[config.mk]
export PLATFORM = sky130hd
export DESIGN_NAME = afu_ctrl_regs_flat
export DESIGN_NICKNAME = d
export VERILOG_FILES = /design/src/rtl/afu_ctrl_regs_pkg.sv /design/src/rtl/afu_ctrl_regs_if.sv /design/src/rtl/afu_ctrl_regs.sv /design/src/flat_wrapper.sv
export SDC_FILE = /design/constraint.sdc
export NUM_CORES = 1
export LEC_CHECK = 0
export ABC_AREA = 1
export CAP_MARGIN = 20
export CORE_ASPECT_RATIO = 1.75
export CORE_MARGIN = 4
export CORE_UTILIZATION = 42
export DETAILED_ROUTE_END_ITERATION = 6
export GPL_ROUTABILITY_DRIVEN = 0
export PLACE_DENSITY = 0.87
export SETUP_SLACK_MARGIN = 0.15
export SLEW_MARGIN = 20
export SYNTH_ARGS = -nofsm -noshare
export SYNTH_HDL_FRONTEND = slang
export SYNTH_SLANG_ARGS = --single-unit
export TNS_END_PERCENT = 1
[constraint.sdc]
create_clock -name clk -period 2.1 [get_ports clk]
set_input_delay 0.315 -clock clk [delete_from_list [all_inputs] [get_ports clk]]
set_output_delay 0.315 -clock clk [all_outputs]
set_load 0.02 [all_outputs]
[src/rtl/afu_ctrl_regs_pkg.sv]
// -----------------------------------------------------------------------------
// afu_ctrl_pkg
// Shared definitions for the AFU control-register slave:
//   - byte offsets of every register in the s_axi_ctrl address map
//   - bit positions inside AP_CTRL and ISR/IER
//   - write / read FSM state encodings
//   - apply_wstrb(): byte-lane merge used for byte-strobed RW registers
// -----------------------------------------------------------------------------
package afu_ctrl_pkg;

   // Register byte offsets
   localparam logic [7:0] ADDR_AP_CTRL  = 8'h00;
   localparam logic [7:0] ADDR_GIE      = 8'h04;
   localparam logic [7:0] ADDR_IER      = 8'h08;
   localparam logic [7:0] ADDR_ISR      = 8'h0C;
   localparam logic [7:0] ADDR_DEV_LO   = 8'h10;
   localparam logic [7:0] ADDR_DEV_HI   = 8'h14;
   localparam logic [7:0] ADDR_ISA_LO   = 8'h18;
   localparam logic [7:0] ADDR_ISA_HI   = 8'h1C;
   localparam logic [7:0] ADDR_DCR_ADDR = 8'h20;
   localparam logic [7:0] ADDR_DCR_DATA = 8'h24;

   // AP_CTRL bit positions
   localparam int AP_START_BIT        = 0;
   localparam int AP_DONE_BIT         = 1;
   localparam int AP_IDLE_BIT         = 2;
   localparam int AP_READY_BIT        = 3;
   localparam int AP_AUTO_RESTART_BIT = 7;

   // ISR / IER bit positions
   localparam int IRQ_DONE_BIT  = 0;
   localparam int IRQ_READY_BIT = 1;

   typedef enum logic [1:0] {
      WR_IDLE = 2'd0,
      WR_DATA = 2'd1,
      WR_RESP = 2'd2
   } wr_state_e;

   typedef enum logic {
      RD_IDLE = 1'b0,
      RD_DATA = 1'b1
   } rd_state_e;

   // Replace each byte of old_val whose strobe bit is set with the new byte
   function automatic logic [31:0] apply_wstrb(input logic [31:0] old_val,
                                               input logic [31:0] new_val,
                                               input logic [3:0]  strb);
      logic [31:0] res;
      for (int i = 0; i < 4; i++) begin
         res[8*i +: 8] = strb[i] ? new_val[8*i +: 8] : old_val[8*i +: 8];
      end
      return res;
   endfunction

endpackage

[src/rtl/afu_ctrl_regs_if.sv]
// -----------------------------------------------------------------------------
// afu_ctrl_regs_if
// AXI4-Lite control bus (s_axi_ctrl) between the host-side master and the
// control-register slave.
//   write address : awvalid/awready/awaddr
//   write data    : wvalid/wready/wdata/wstrb
//   write resp    : bvalid/bready/bresp
//   read address  : arvalid/arready/araddr
//   read data     : rvalid/rready/rdata/rresp
// Modports: master (host side), slave (register block).
// -----------------------------------------------------------------------------
interface afu_ctrl_regs_if #(
   parameter int ADDR_WIDTH = 8
);
   logic                  awvalid;
   logic                  awready;
   logic [ADDR_WIDTH-1:0] awaddr;
   logic                  wvalid;
   logic                  wready;
   logic [31:0]           wdata;
   logic [3:0]            wstrb;
   logic                  bvalid;
   logic                  bready;
   logic [1:0]            bresp;
   logic                  arvalid;
   logic                  arready;
   logic [ADDR_WIDTH-1:0] araddr;
   logic                  rvalid;
   logic                  rready;
   logic [31:0]           rdata;
   logic [1:0]            rresp;

   modport master (
      output awvalid, awaddr, wvalid, wdata, wstrb, bready, arvalid, araddr, rready,
      input  awready, wready, bvalid, bresp, arready, rvalid, rdata, rresp
   );

   modport slave (
      input  awvalid, awaddr, wvalid, wdata, wstrb, bready, arvalid, araddr, rready,
      output awready, wready, bvalid, bresp, arready, rvalid, rdata, rresp
   );
endinterface

[src/rtl/afu_ctrl_regs.sv]
// -----------------------------------------------------------------------------
// afu_ctrl_regs
// AXI4-Lite control-register slave of the AFU wrapper. Turns host accesses
// into the kernel start/done handshake, capability readback, DCR writes
// toward the core and the host interrupt.
// Ports:
//   clk, reset            : clock, synchronous active-high reset
//   s_axi_ctrl            : AXI4-Lite slave (independent write/read FSMs,
//                           one outstanding transaction per direction)
//   ap_start              : kernel run request (level)
//   ap_ready / ap_done    : kernel pulses (start accepted / finished)
//   ap_idle               : kernel idle level
//   dev_caps / isa_caps   : 64-bit capability words, read back as lo/hi
//   dcr_wr_valid/addr/data: one-cycle DCR write strobe to the core
//   interrupt             : level interrupt, GIE & |ISR (registered)
// -----------------------------------------------------------------------------
module afu_ctrl_regs
   import afu_ctrl_pkg::*;
#(
   parameter int AXI_ADDR_WIDTH = 8,
   parameter int AXI_DATA_WIDTH = 32,
   parameter int DCR_ADDR_WIDTH = 12
) (
   input  logic                      clk,
   input  logic                      reset,
   afu_ctrl_regs_if.slave            s_axi_ctrl,
   output logic                      ap_start,
   input  logic                      ap_ready,
   input  logic                      ap_done,
   input  logic                      ap_idle,
   input  logic [63:0]               dev_caps,
   input  logic [63:0]               isa_caps,
   output logic                      dcr_wr_valid,
   output logic [DCR_ADDR_WIDTH-1:0] dcr_wr_addr,
   output logic [31:0]               dcr_wr_data,
   output logic                      interrupt
);

   // FSM state and registered channel flags
   wr_state_e wr_state_r, wr_next_s;
   rd_state_e rd_state_r, rd_next_s;
   logic awready_r, wready_r, bvalid_r, arready_r, rvalid_r;
   logic aw_ready_nxt_s, w_ready_nxt_s, b_valid_nxt_s, ar_ready_nxt_s, r_valid_nxt_s;
   logic aw_hs_s, w_hs_s, b_hs_s, ar_hs_s, r_hs_s;

   // Register file
   logic [AXI_ADDR_WIDTH-1:2] wr_word_r;
   logic                      ap_start_r, auto_restart_r, done_r, idle_r, ready_r;
   logic                      gie_r, interrupt_r;
   logic [1:0]                ier_r, isr_r;
   logic [DCR_ADDR_WIDTH-1:0] dcr_addr_r;
   logic                      dcr_wr_valid_r;
   logic [31:0]               dcr_wr_data_r;
   logic [AXI_DATA_WIDTH-1:0] rdata_r;

   // Decode / next-value signals
   logic [AXI_ADDR_WIDTH-1:0] wr_off_s, rd_off_s;
   logic wr_ctrl_s, wr_gie_s, wr_ier_s, wr_isr_s, wr_dcra_s, wr_dcrd_s;
   logic [1:0]                isr_tgl_s, isr_set_s, isr_nxt_s;
   logic [31:0]               dcr_merge_s;
   logic [AXI_DATA_WIDTH-1:0] rd_mux_s;
   logic                      unused_s;

   assign aw_hs_s = s_axi_ctrl.awvalid & awready_r;
   assign w_hs_s  = s_axi_ctrl.wvalid  & wready_r;
   assign b_hs_s  = bvalid_r & s_axi_ctrl.bready;
   assign ar_hs_s = s_axi_ctrl.arvalid & arready_r;
   assign r_hs_s  = rvalid_r & s_axi_ctrl.rready;

   // Byte offsets with the ignored lane bits forced to zero
   assign wr_off_s = {wr_word_r, 2'b00};
   assign rd_off_s = {s_axi_ctrl.araddr[AXI_ADDR_WIDTH-1:2], 2'b00};

   assign wr_ctrl_s = w_hs_s && (wr_off_s == AXI_ADDR_WIDTH'(ADDR_AP_CTRL));
   assign wr_gie_s  = w_hs_s && (wr_off_s == AXI_ADDR_WIDTH'(ADDR_GIE));
   assign wr_ier_s  = w_hs_s && (wr_off_s == AXI_ADDR_WIDTH'(ADDR_IER));
   assign wr_isr_s  = w_hs_s && (wr_off_s == AXI_ADDR_WIDTH'(ADDR_ISR));
   assign wr_dcra_s = w_hs_s && (wr_off_s == AXI_ADDR_WIDTH'(ADDR_DCR_ADDR));
   assign wr_dcrd_s = w_hs_s && (wr_off_s == AXI_ADDR_WIDTH'(ADDR_DCR_DATA));

   // ---------------------------------------------------------------- write FSM
   // Write FSM state register; channel flags are registered from the next state
   always_ff @(posedge clk) begin
      if (reset) begin
         wr_state_r <= WR_IDLE;
         awready_r  <= 1'b0;
         wready_r   <= 1'b0;
         bvalid_r   <= 1'b0;
         wr_word_r  <= '0;
      end else begin
         wr_state_r <= wr_next_s;
         awready_r  <= aw_ready_nxt_s;
         wready_r   <= w_ready_nxt_s;
         bvalid_r   <= b_valid_nxt_s;
         if (aw_hs_s) begin
            wr_word_r <= s_axi_ctrl.awaddr[AXI_ADDR_WIDTH-1:2];
         end
      end
   end

   // Write FSM next-state logic
   always_comb begin
      wr_next_s = wr_state_r;
      case (wr_state_r)
         WR_IDLE: if (aw_hs_s) wr_next_s = WR_DATA; else wr_next_s = WR_IDLE;
         WR_DATA: if (w_hs_s)  wr_next_s = WR_RESP; else wr_next_s = WR_DATA;
         WR_RESP: if (b_hs_s)  wr_next_s = WR_IDLE; else wr_next_s = WR_RESP;
         default: wr_next_s = WR_IDLE;
      endcase
   end

   // Write FSM outputs, decoded from the next state so they leave a flop
   always_comb begin
      aw_ready_nxt_s = (wr_next_s == WR_IDLE);
      w_ready_nxt_s  = (wr_next_s == WR_DATA);
      b_valid_nxt_s  = (wr_next_s == WR_RESP);
   end

   // ----------------------------------------------------------------- read FSM
   // Read FSM state register and read-data capture
   always_ff @(posedge clk) begin
      if (reset) begin
         rd_state_r <= RD_IDLE;
         arready_r  <= 1'b0;
         rvalid_r   <= 1'b0;
         rdata_r    <= '0;
      end else begin
         rd_state_r <= rd_next_s;
         arready_r  <= ar_ready_nxt_s;
         rvalid_r   <= r_valid_nxt_s;
         // Captured from the current register values, so a same-cycle write
         // is not visible to this read.
         if (ar_hs_s) begin
            rdata_r <= rd_mux_s;
         end
      end
   end

   // Read FSM next-state logic
   always_comb begin
      rd_next_s = rd_state_r;
      case (rd_state_r)
         RD_IDLE: if (ar_hs_s) rd_next_s = RD_DATA; else rd_next_s = RD_IDLE;
         RD_DATA: if (r_hs_s)  rd_next_s = RD_IDLE; else rd_next_s = RD_DATA;
         default: rd_next_s = RD_IDLE;
      endcase
   end

   // Read FSM outputs, decoded from the next state
   always_comb begin
      ar_ready_nxt_s = (rd_next_s == RD_IDLE);
      r_valid_nxt_s  = (rd_next_s == RD_DATA);
   end

   // Read decode mux; unmapped and write-only offsets read as zero
   always_comb begin
      rd_mux_s = '0;
      case (rd_off_s)
         AXI_ADDR_WIDTH'(ADDR_AP_CTRL): begin
            rd_mux_s[AP_START_BIT]        = ap_start_r;
            rd_mux_s[AP_DONE_BIT]         = done_r;
            rd_mux_s[AP_IDLE_BIT]         = idle_r;
            rd_mux_s[AP_READY_BIT]        = ready_r;
            rd_mux_s[AP_AUTO_RESTART_BIT] = auto_restart_r;
         end
         AXI_ADDR_WIDTH'(ADDR_GIE):      rd_mux_s = {31'd0, gie_r};
         AXI_ADDR_WIDTH'(ADDR_IER):      rd_mux_s = {30'd0, ier_r};
         AXI_ADDR_WIDTH'(ADDR_ISR):      rd_mux_s = {30'd0, isr_r};
         AXI_ADDR_WIDTH'(ADDR_DEV_LO):   rd_mux_s = dev_caps[31:0];
         AXI_ADDR_WIDTH'(ADDR_DEV_HI):   rd_mux_s = dev_caps[63:32];
         AXI_ADDR_WIDTH'(ADDR_ISA_LO):   rd_mux_s = isa_caps[31:0];
         AXI_ADDR_WIDTH'(ADDR_ISA_HI):   rd_mux_s = isa_caps[63:32];
         AXI_ADDR_WIDTH'(ADDR_DCR_ADDR): rd_mux_s = {{(AXI_DATA_WIDTH-DCR_ADDR_WIDTH){1'b0}}, dcr_addr_r};
         default:                        rd_mux_s = '0;
      endcase
   end

   // ------------------------------------------------------------ register file
   // ISR next value: host toggle first, then hardware set so the set wins
   always_comb begin
      if (wr_isr_s && s_axi_ctrl.wstrb[0]) begin
         isr_tgl_s = s_axi_ctrl.wdata[1:0];
      end else begin
         isr_tgl_s = 2'b00;
      end
      isr_set_s[IRQ_DONE_BIT]  = ap_done  & ier_r[IRQ_DONE_BIT];
      isr_set_s[IRQ_READY_BIT] = ap_ready & ier_r[IRQ_READY_BIT];
      isr_nxt_s = (isr_r ^ isr_tgl_s) | isr_set_s;
   end

   // Byte-strobed merge for the DCR address register
   always_comb begin
      dcr_merge_s = apply_wstrb({{(32-DCR_ADDR_WIDTH){1'b0}}, dcr_addr_r},
                                s_axi_ctrl.wdata, s_axi_ctrl.wstrb);
   end

   // Control/status registers, interrupt and DCR strobe
   always_ff @(posedge clk) begin
      if (reset) begin
         ap_start_r     <= 1'b0;
         auto_restart_r <= 1'b0;
         done_r         <= 1'b0;
         idle_r         <= 1'b0;
         ready_r        <= 1'b0;
         gie_r          <= 1'b0;
         ier_r          <= 2'b00;
         isr_r          <= 2'b00;
         interrupt_r    <= 1'b0;
         dcr_addr_r     <= '0;
         dcr_wr_valid_r <= 1'b0;
         dcr_wr_data_r  <= 32'd0;
      end else begin
         if (wr_ctrl_s && s_axi_ctrl.wstrb[0]) begin
            auto_restart_r <= s_axi_ctrl.wdata[AP_AUTO_RESTART_BIT];
         end
         // Host can only set start; the kernel clears it via ap_ready
         if (wr_ctrl_s && s_axi_ctrl.wstrb[0] && s_axi_ctrl.wdata[AP_START_BIT]) begin
            ap_start_r <= 1'b1;
         end else if (ap_ready && !auto_restart_r) begin
            ap_start_r <= 1'b0;
         end
         // A new done pulse beats the clear-on-read
         if (ap_done) begin
            done_r <= 1'b1;
         end else if (ar_hs_s && (rd_off_s == AXI_ADDR_WIDTH'(ADDR_AP_CTRL))) begin
            done_r <= 1'b0;
         end
         idle_r  <= ap_idle;
         ready_r <= ap_ready;
         if (wr_gie_s && s_axi_ctrl.wstrb[0]) begin
            gie_r <= s_axi_ctrl.wdata[0];
         end
         if (wr_ier_s && s_axi_ctrl.wstrb[0]) begin
            ier_r <= s_axi_ctrl.wdata[1:0];
         end
         isr_r       <= isr_nxt_s;
         interrupt_r <= gie_r & (|isr_r);
         if (wr_dcra_s) begin
            dcr_addr_r <= dcr_merge_s[DCR_ADDR_WIDTH-1:0];
         end
         // Only full-word writes fire the DCR strobe
         dcr_wr_valid_r <= wr_dcrd_s && (s_axi_ctrl.wstrb == 4'hF);
         if (wr_dcrd_s) begin
            dcr_wr_data_r <= s_axi_ctrl.wdata;
         end
      end
   end

   assign s_axi_ctrl.awready = awready_r;
   assign s_axi_ctrl.wready  = wready_r;
   assign s_axi_ctrl.bvalid  = bvalid_r;
   assign s_axi_ctrl.bresp   = 2'b00;
   assign s_axi_ctrl.arready = arready_r;
   assign s_axi_ctrl.rvalid  = rvalid_r;
   assign s_axi_ctrl.rdata   = rdata_r;
   assign s_axi_ctrl.rresp   = 2'b00;

   assign ap_start     = ap_start_r;
   assign interrupt    = interrupt_r;
   assign dcr_wr_valid = dcr_wr_valid_r;
   assign dcr_wr_addr  = dcr_addr_r;
   assign dcr_wr_data  = dcr_wr_data_r;

   // Lane-select address bits and the DCR merge bits above the address width
   assign unused_s = ^{s_axi_ctrl.araddr[1:0], s_axi_ctrl.awaddr[1:0],
                       dcr_merge_s[31:DCR_ADDR_WIDTH]};

endmodule

[src/flat_wrapper.sv]
// flat-port wrapper written by rule: the top's interface ports become plain ports
module afu_ctrl_regs_flat import afu_ctrl_pkg::*;
#(
   parameter int AXI_ADDR_WIDTH = 8,
   parameter int AXI_DATA_WIDTH = 32,
   parameter int DCR_ADDR_WIDTH = 12
)
  (clk, reset, ap_start, ap_ready, ap_done, ap_idle, dev_caps, isa_caps, dcr_wr_valid, dcr_wr_addr, dcr_wr_data, interrupt, s_axi_ctrl_awvalid, s_axi_ctrl_awaddr, s_axi_ctrl_wvalid, s_axi_ctrl_wdata, s_axi_ctrl_wstrb, s_axi_ctrl_bready, s_axi_ctrl_arvalid, s_axi_ctrl_araddr, s_axi_ctrl_rready, s_axi_ctrl_awready, s_axi_ctrl_wready, s_axi_ctrl_bvalid, s_axi_ctrl_bresp, s_axi_ctrl_arready, s_axi_ctrl_rvalid, s_axi_ctrl_rdata, s_axi_ctrl_rresp);
  afu_ctrl_regs_if #(.ADDR_WIDTH(8)) s_axi_ctrl_i ();
  input  logic clk;
  input  logic reset;
  output logic ap_start;
  input  logic ap_ready;
  input  logic ap_done;
  input  logic ap_idle;
  input  logic [63:0] dev_caps;
  input  logic [63:0] isa_caps;
  output logic dcr_wr_valid;
  output logic [DCR_ADDR_WIDTH-1:0] dcr_wr_addr;
  output logic [31:0] dcr_wr_data;
  output logic interrupt;
  input wire logic [$bits(s_axi_ctrl_i.awvalid)-1:0] s_axi_ctrl_awvalid;
  input wire logic [$bits(s_axi_ctrl_i.awaddr)-1:0] s_axi_ctrl_awaddr;
  input wire logic [$bits(s_axi_ctrl_i.wvalid)-1:0] s_axi_ctrl_wvalid;
  input wire logic [$bits(s_axi_ctrl_i.wdata)-1:0] s_axi_ctrl_wdata;
  input wire logic [$bits(s_axi_ctrl_i.wstrb)-1:0] s_axi_ctrl_wstrb;
  input wire logic [$bits(s_axi_ctrl_i.bready)-1:0] s_axi_ctrl_bready;
  input wire logic [$bits(s_axi_ctrl_i.arvalid)-1:0] s_axi_ctrl_arvalid;
  input wire logic [$bits(s_axi_ctrl_i.araddr)-1:0] s_axi_ctrl_araddr;
  input wire logic [$bits(s_axi_ctrl_i.rready)-1:0] s_axi_ctrl_rready;
  output wire logic [$bits(s_axi_ctrl_i.awready)-1:0] s_axi_ctrl_awready;
  output wire logic [$bits(s_axi_ctrl_i.wready)-1:0] s_axi_ctrl_wready;
  output wire logic [$bits(s_axi_ctrl_i.bvalid)-1:0] s_axi_ctrl_bvalid;
  output wire logic [$bits(s_axi_ctrl_i.bresp)-1:0] s_axi_ctrl_bresp;
  output wire logic [$bits(s_axi_ctrl_i.arready)-1:0] s_axi_ctrl_arready;
  output wire logic [$bits(s_axi_ctrl_i.rvalid)-1:0] s_axi_ctrl_rvalid;
  output wire logic [$bits(s_axi_ctrl_i.rdata)-1:0] s_axi_ctrl_rdata;
  output wire logic [$bits(s_axi_ctrl_i.rresp)-1:0] s_axi_ctrl_rresp;
  assign s_axi_ctrl_i.awvalid = s_axi_ctrl_awvalid;
  assign s_axi_ctrl_i.awaddr = s_axi_ctrl_awaddr;
  assign s_axi_ctrl_i.wvalid = s_axi_ctrl_wvalid;
  assign s_axi_ctrl_i.wdata = s_axi_ctrl_wdata;
  assign s_axi_ctrl_i.wstrb = s_axi_ctrl_wstrb;
  assign s_axi_ctrl_i.bready = s_axi_ctrl_bready;
  assign s_axi_ctrl_i.arvalid = s_axi_ctrl_arvalid;
  assign s_axi_ctrl_i.araddr = s_axi_ctrl_araddr;
  assign s_axi_ctrl_i.rready = s_axi_ctrl_rready;
  assign s_axi_ctrl_awready = s_axi_ctrl_i.awready;
  assign s_axi_ctrl_wready = s_axi_ctrl_i.wready;
  assign s_axi_ctrl_bvalid = s_axi_ctrl_i.bvalid;
  assign s_axi_ctrl_bresp = s_axi_ctrl_i.bresp;
  assign s_axi_ctrl_arready = s_axi_ctrl_i.arready;
  assign s_axi_ctrl_rvalid = s_axi_ctrl_i.rvalid;
  assign s_axi_ctrl_rdata = s_axi_ctrl_i.rdata;
  assign s_axi_ctrl_rresp = s_axi_ctrl_i.rresp;
  afu_ctrl_regs #(.AXI_ADDR_WIDTH(AXI_ADDR_WIDTH), .AXI_DATA_WIDTH(AXI_DATA_WIDTH), .DCR_ADDR_WIDTH(DCR_ADDR_WIDTH)) u_core (.clk(clk), .reset(reset), .s_axi_ctrl(s_axi_ctrl_i), .ap_start(ap_start), .ap_ready(ap_ready), .ap_done(ap_done), .ap_idle(ap_idle), .dev_caps(dev_caps), .isa_caps(isa_caps), .dcr_wr_valid(dcr_wr_valid), .dcr_wr_addr(dcr_wr_addr), .dcr_wr_data(dcr_wr_data), .interrupt(interrupt));
endmodule
-- Word level (Yosys, flattened, before mapping)
Index checks and enable logic that the tools add are counted.
- bitwise gates (word level): 12
- equal/unequal tests: 18
- reduce and logical (&&, ||, !) cells: 24
- multiplexer cells: 16
- operator list (kind ; count):
    24-bit one-hot mux with 5 select lines ; 1
    4-bit one-hot mux with 9 select lines ; 1
    6-bit by 2-bit == test with 1-bit output, second input constant ; 4
    6-bit by 3-bit == test with 1-bit output, second input constant ; 4
    6-bit by 4-bit == test with 1-bit output, second input constant ; 3
    8-bit zero test ; 2
    3-bit one-hot mux with 5 select lines ; 1
    1-bit logical AND ; 14
    6-bit by 1-bit == test with 1-bit output, second input constant ; 2
    1-bit bitwise AND ; 8
    1-bit two-way mux ; 7
    2-bit two-way mux ; 3
    1-bit one-hot mux with 6 select lines ; 1
    2-bit one-hot mux with 3 select lines ; 1
    2-bit by 1-bit == test with 1-bit output, second input constant ; 2
    2-bit == test, second input constant ; 2
    4-bit == test, second input constant ; 1
    2-bit zero test ; 2
    2-bit AND reduction ; 2
    2-bit nonzero test ; 2
    1-bit inverter ; 2
    2-bit bitwise OR ; 1
    1-bit one-hot mux with 2 select lines ; 1
    2-bit OR reduction ; 1
    2 further kinds ; 2
- output and inout port bits: 88
- logic and storage cells: 91
- register bits after elaboration: 101
- input bits: 190

-- Longest topological paths before layout
- depth after elaboration: 6
- depth in mapped cells: 11
- gate-level depth less buffers: 10

-- Worst setup path before layout
OpenSTA, ideal clock, no wires.
- path type: reg-to-reg
- start point: register u_core.wready_r (netlist: u_core.s_axi_ctrl.wready)
- end point: register u_core.dcr_wr_data_r[26] (netlist: u_core.dcr_wr_data[26])
- buffers on the path: 1
- data required time: 1984 ps
- library setup time: 116 ps
- setup slack: 737 ps
- arrival: 1248 ps
- cell stages (with the launch flop): 7
- period minus slack after synthesis: 1363 ps
- cells stage by stage: dfxtp_1 nand2_1 nor3_1 nand2_1 clkbuf_1 o21ai_0 nor2_1
- word-level cells in the longest chain between the ends: 2
- RTL lines (element ; line ; RTL):
    start: declaration ; afu_ctrl_regs.sv:42 ; logic awready_r, wready_r, bvalid_r, arready_r, rvalid_r;
    start signal: assignment ; afu_ctrl_regs.sv:93 ; wready_r <= w_ready_nxt_s;
    1-bit bitwise AND ; afu_ctrl_regs.sv:65 ; assign w_hs_s = s_axi_ctrl.wvalid & wready_r;
    1-bit logical AND ; afu_ctrl_regs.sv:79 ; assign wr_dcrd_s = w_hs_s && (wr_off_s == AXI_ADDR_WIDTH'(ADDR_DCR_DATA));
    end signal: assignment ; afu_ctrl_regs.sv:244 ; dcr_wr_data_r <= s_axi_ctrl.wdata;
    end: declaration ; afu_ctrl_regs.sv:53 ; logic [31:0] dcr_wr_data_r;
Every way passes these cells.
A chain may end at the register's enable or synchronous reset.

-- Final worst setup path
- start point: register u_core.dcr_addr_r[0] (netlist: u_core.dcr_wr_addr[0])
- end point: output port dcr_wr_addr[0]
- RTL lines (element ; line ; RTL):
    start: declaration ; afu_ctrl_regs.sv:51 ; logic [DCR_ADDR_WIDTH-1:0] dcr_addr_r;
    start signal: assignment ; afu_ctrl_regs.sv:239 ; dcr_addr_r <= dcr_merge_s[DCR_ADDR_WIDTH-1:0];
    end: declaration ; flat_wrapper.sv:19 ; output logic [DCR_ADDR_WIDTH-1:0] dcr_wr_addr;
No word-level cell between the ends.

==> impl_results.md <==
* CP Launch Type: flip-flop
* HP Class: input pin to flip-flop
* Clock slew at reported path FFs at 0.07 ns
* DRT Wirelength at 18400 um
* Met2 Use GR at 49.3%
* Initial detailed-routing violation count at 345
* Largest net degree at the start of global routing at 66
* Finished Layout Cells at 1133
* Sw Ratio at 25.0%
* CP Class: flip-flop to output port
* Hold worst-path end: u_core.s_axi_ctrl.rdata[9]
* Routed Antenna Nets at 0
* Diode count at 0
* Total core area at 11200 um2
* Max clock buf depth at 2
* R2R depth at 7
* Fin util at 72.2%
* Max-cap violation count at 0
* Mean post-synth cell area at 6.69 um2
* Psw at 1110 uW
* Global Route Usage Sum at 27.0%
* Met1 Resource Use GR at 26.4%
* Cells after synthesis at 727
* CTS buffer count at 9
* DRT Pass-1 Iters at 5
* Worst path max stage delay at 0.64 ns
* Crit path time final at 1.71 ns
* Combinational share of power at 16.4%
* # DRC at 0
* Peak supply drop at 568 uV
* Clk pwr share at 39.2%
* Post-layout nets at 1186
* Hold path start: reset
* CTS tree: yes
* Post-synth top area cell: dfxtp_1
* Placed insts at 1117
* Master of the slowest instance on the critical path: clkdlybuf4s50_1
* Drt via density at 5.09
* Mapped Area at 4870 um2
* Hold depth at 4
* Post-synth top area share at 41.5%
* Reg2reg end: u_core.dcr_wr_data[19]
* Max Fclk at 583 MHz
* Number of setup buffers added after CTS at 0
* R2R Setup Slk at 0.51 ns
* Layout area overhead at 66.6%
* CP arrival at 1.40 ns
* Vias at 5763
* Cell Pwr Density at 548 nW/um2
* CTS Root Cell: clkbuf_16
* Layout cells sized above 1 at 6.79%
* Gr ovfl total at 0
* LEAKAGE at 0.00315 uW
* Die ar. at 13400 um2
* Crit share post-route at 81.6%
* Sequential cell area fraction in the yosys report at 41.5%
* # IOs at 278
* Hold Fails Final Rpt at 0
* Die H at 150 um
* Std-Cell Rows at 51
* Die X-Extent at 89.4 um
* Unique masters post-synth at 27
* Setup Viol. Count Final at 0
* Detailed Place HPWL at 14500 um
* Synth top area cells: dfxtp_1 (42%), nand2_1 (13%), nor2_1 (9.4%), o21ai_0 (7.5%), a21oi_1 (4.8%)
* Critical Path RT at 1.78 ns
* Initial antenna violation count at 0
* RR Startpoint: u_core.wr_word_r[2]
* Yosys warnings at 0
* Met3 usage at 8.82%
* Total Power at 4450 uW
* Wirelength per Cell at 16.3 um
* Register bit total from synthesis at 101
* Starting Density at 43.3%
* H-tree levels at 3
* WP buf/inv at 1
* Max-slew violations at 0
* Global routing's busiest layer: met2
* Setup repair after global routing missed its margin: no
* Cells along the critical path: clkdlybuf4s50_1
* Crit Path Max Fanout at 3
* Top delay family on crit path: buffers and inverters
* Vias in the first global route at 5781
* Hold buffers post-CTS at 0
* Worst-skew pair later-pin latency at 0.35 ns
* Status: finished, final reports clean
* First-pass GRT wire length at 27900 um
* Crit. End Element: output port
* Total Neg Setup Slack at 0 ns
* Power Internal at 3330 uW
* Skew final at 0.00921 ns
* Hold WS at 0.299 ns
* Gates resized, CTS repair at 0
* Input/output buffers at 269
* Seq pwr share at 44.4%
* # clock sinks at 101
-- power groups by stage --
stage	Clock (uW)	Combinational (uW)	Sequential, uW
floorplan	0	206	2050
global placement	0	714	2020
detailed placement	0	724	2020
CTS	1780	728	1980
global route	1860	784	1980
finish	1740	727	1980
-- how the worst max path moves through the flow --
stage	endpoint	startpoint	slack (ns)	cells after the start
after floorplan	u_core.dcr_wr_data[26]	u_core.s_axi_ctrl.wready	0.74	6
after global placement	u_core.s_axi_ctrl.rdata[7]	s_axi_ctrl_araddr[4]	0.07	7
after detailed placement	u_core.s_axi_ctrl.rdata[1]	s_axi_ctrl_araddr[4]	0.01	10
after CTS	u_core.s_axi_ctrl.rdata[7]	s_axi_ctrl_araddr[4]	0.36	7
after global routing	u_core.s_axi_ctrl.rdata[1]	s_axi_ctrl_araddr[4]	0.21	10
final	dcr_wr_addr[0]	u_core.dcr_wr_addr[0]	0.39	1
-- worst register-to-register path: cells and delay by family (launching register included) --
family | cells | cell delay [ns]
AND/OR/NAND/NOR | 4 | 0.60
flip-flops | 1 | 0.39
buffers and inverters | 3 | 0.53
-- per-layer routing --
metal / vias to the layer above / wire, um
met1: 2569 / 6320
met4: 0 / 802
met5: - / 0
met3: 52 / 1780
li1: 2894 / -
met2: 248 / 9520
-- logic make-up (layout without fill, tap and decap cells) --
family / count (synthesis) / count (layout) / synth area share (%)
compound gates: 136 / 136 / 14.8
other cells: 1 / 4 / 0.0770
simple gates: 384 / 384 / 33.5
flops: 101 / 101 / 41.5
buf+inv: 105 / 376 / 10.1
-- cells in the final DEF, fill, tap and decap left out, drive strengths merged, types with 6 or more instances in the layout --
cell           instances
a21oi                 54
nor2                 129
nand3                 43
o21ai                 73
inv                   62
buf                   31
dfxtp                101
a31oi                  7
clkbuf                 9
nand2                173
nand4                 31
nor3                   6
clkdlybuf4s50        268
-- cells in the mapped netlist (all sizes together) --
cell,n
o31ai,1
conb,1
nor3,6
clkbuf,17
inv,60
o21ai,73
buf,27
clkinv,1
nor4,1
a211oi,1
nand3b,1
a21oi,54
nand3,43
nor2,129
dfxtp,101
a31oi,7
nand4,31
nand2,173
-- metrics by stage --
stage	worst slack (ns)	instance area, um2
2_1_floorplan	0.737	4880
3_3_place_gp	0.0671	7790
3_5_place_dp	0.0108	7790
4_1_cts	0.363	8110
5_1_grt	0.208	8110
6_report	0.386	8110
-- area by class of cell --
| cell class | count | area, um2 |
|---|---|---|
| clock inverter | 7 | 93.8 |
| inverter | 61 | 229 |
| multi-input combinational | 524 | 2370 |
| timing repair buffer | 299 | 3000 |
| fill | 905 | 3120 |
| sequential | 101 | 2020 |
| clock buffer | 9 | 225 |
| tap | 132 | 165 |
-- registers in the layout, indices dropped and copies added (netlist names), 2 cells and up --
| signal | flops |
|---|---|
| u_core.ier_r | 2 |
| u_core.dcr_wr_data | 32 |
| u_core.s_axi_ctrl.rdata | 32 |
| u_core.wr_word_r | 6 |
| u_core.dcr_wr_addr | 12 |
| u_core.wr_state_r | 2 |
| u_core.isr_r | 2 |
Note: power is estimated with default switching activity, not from simulation.
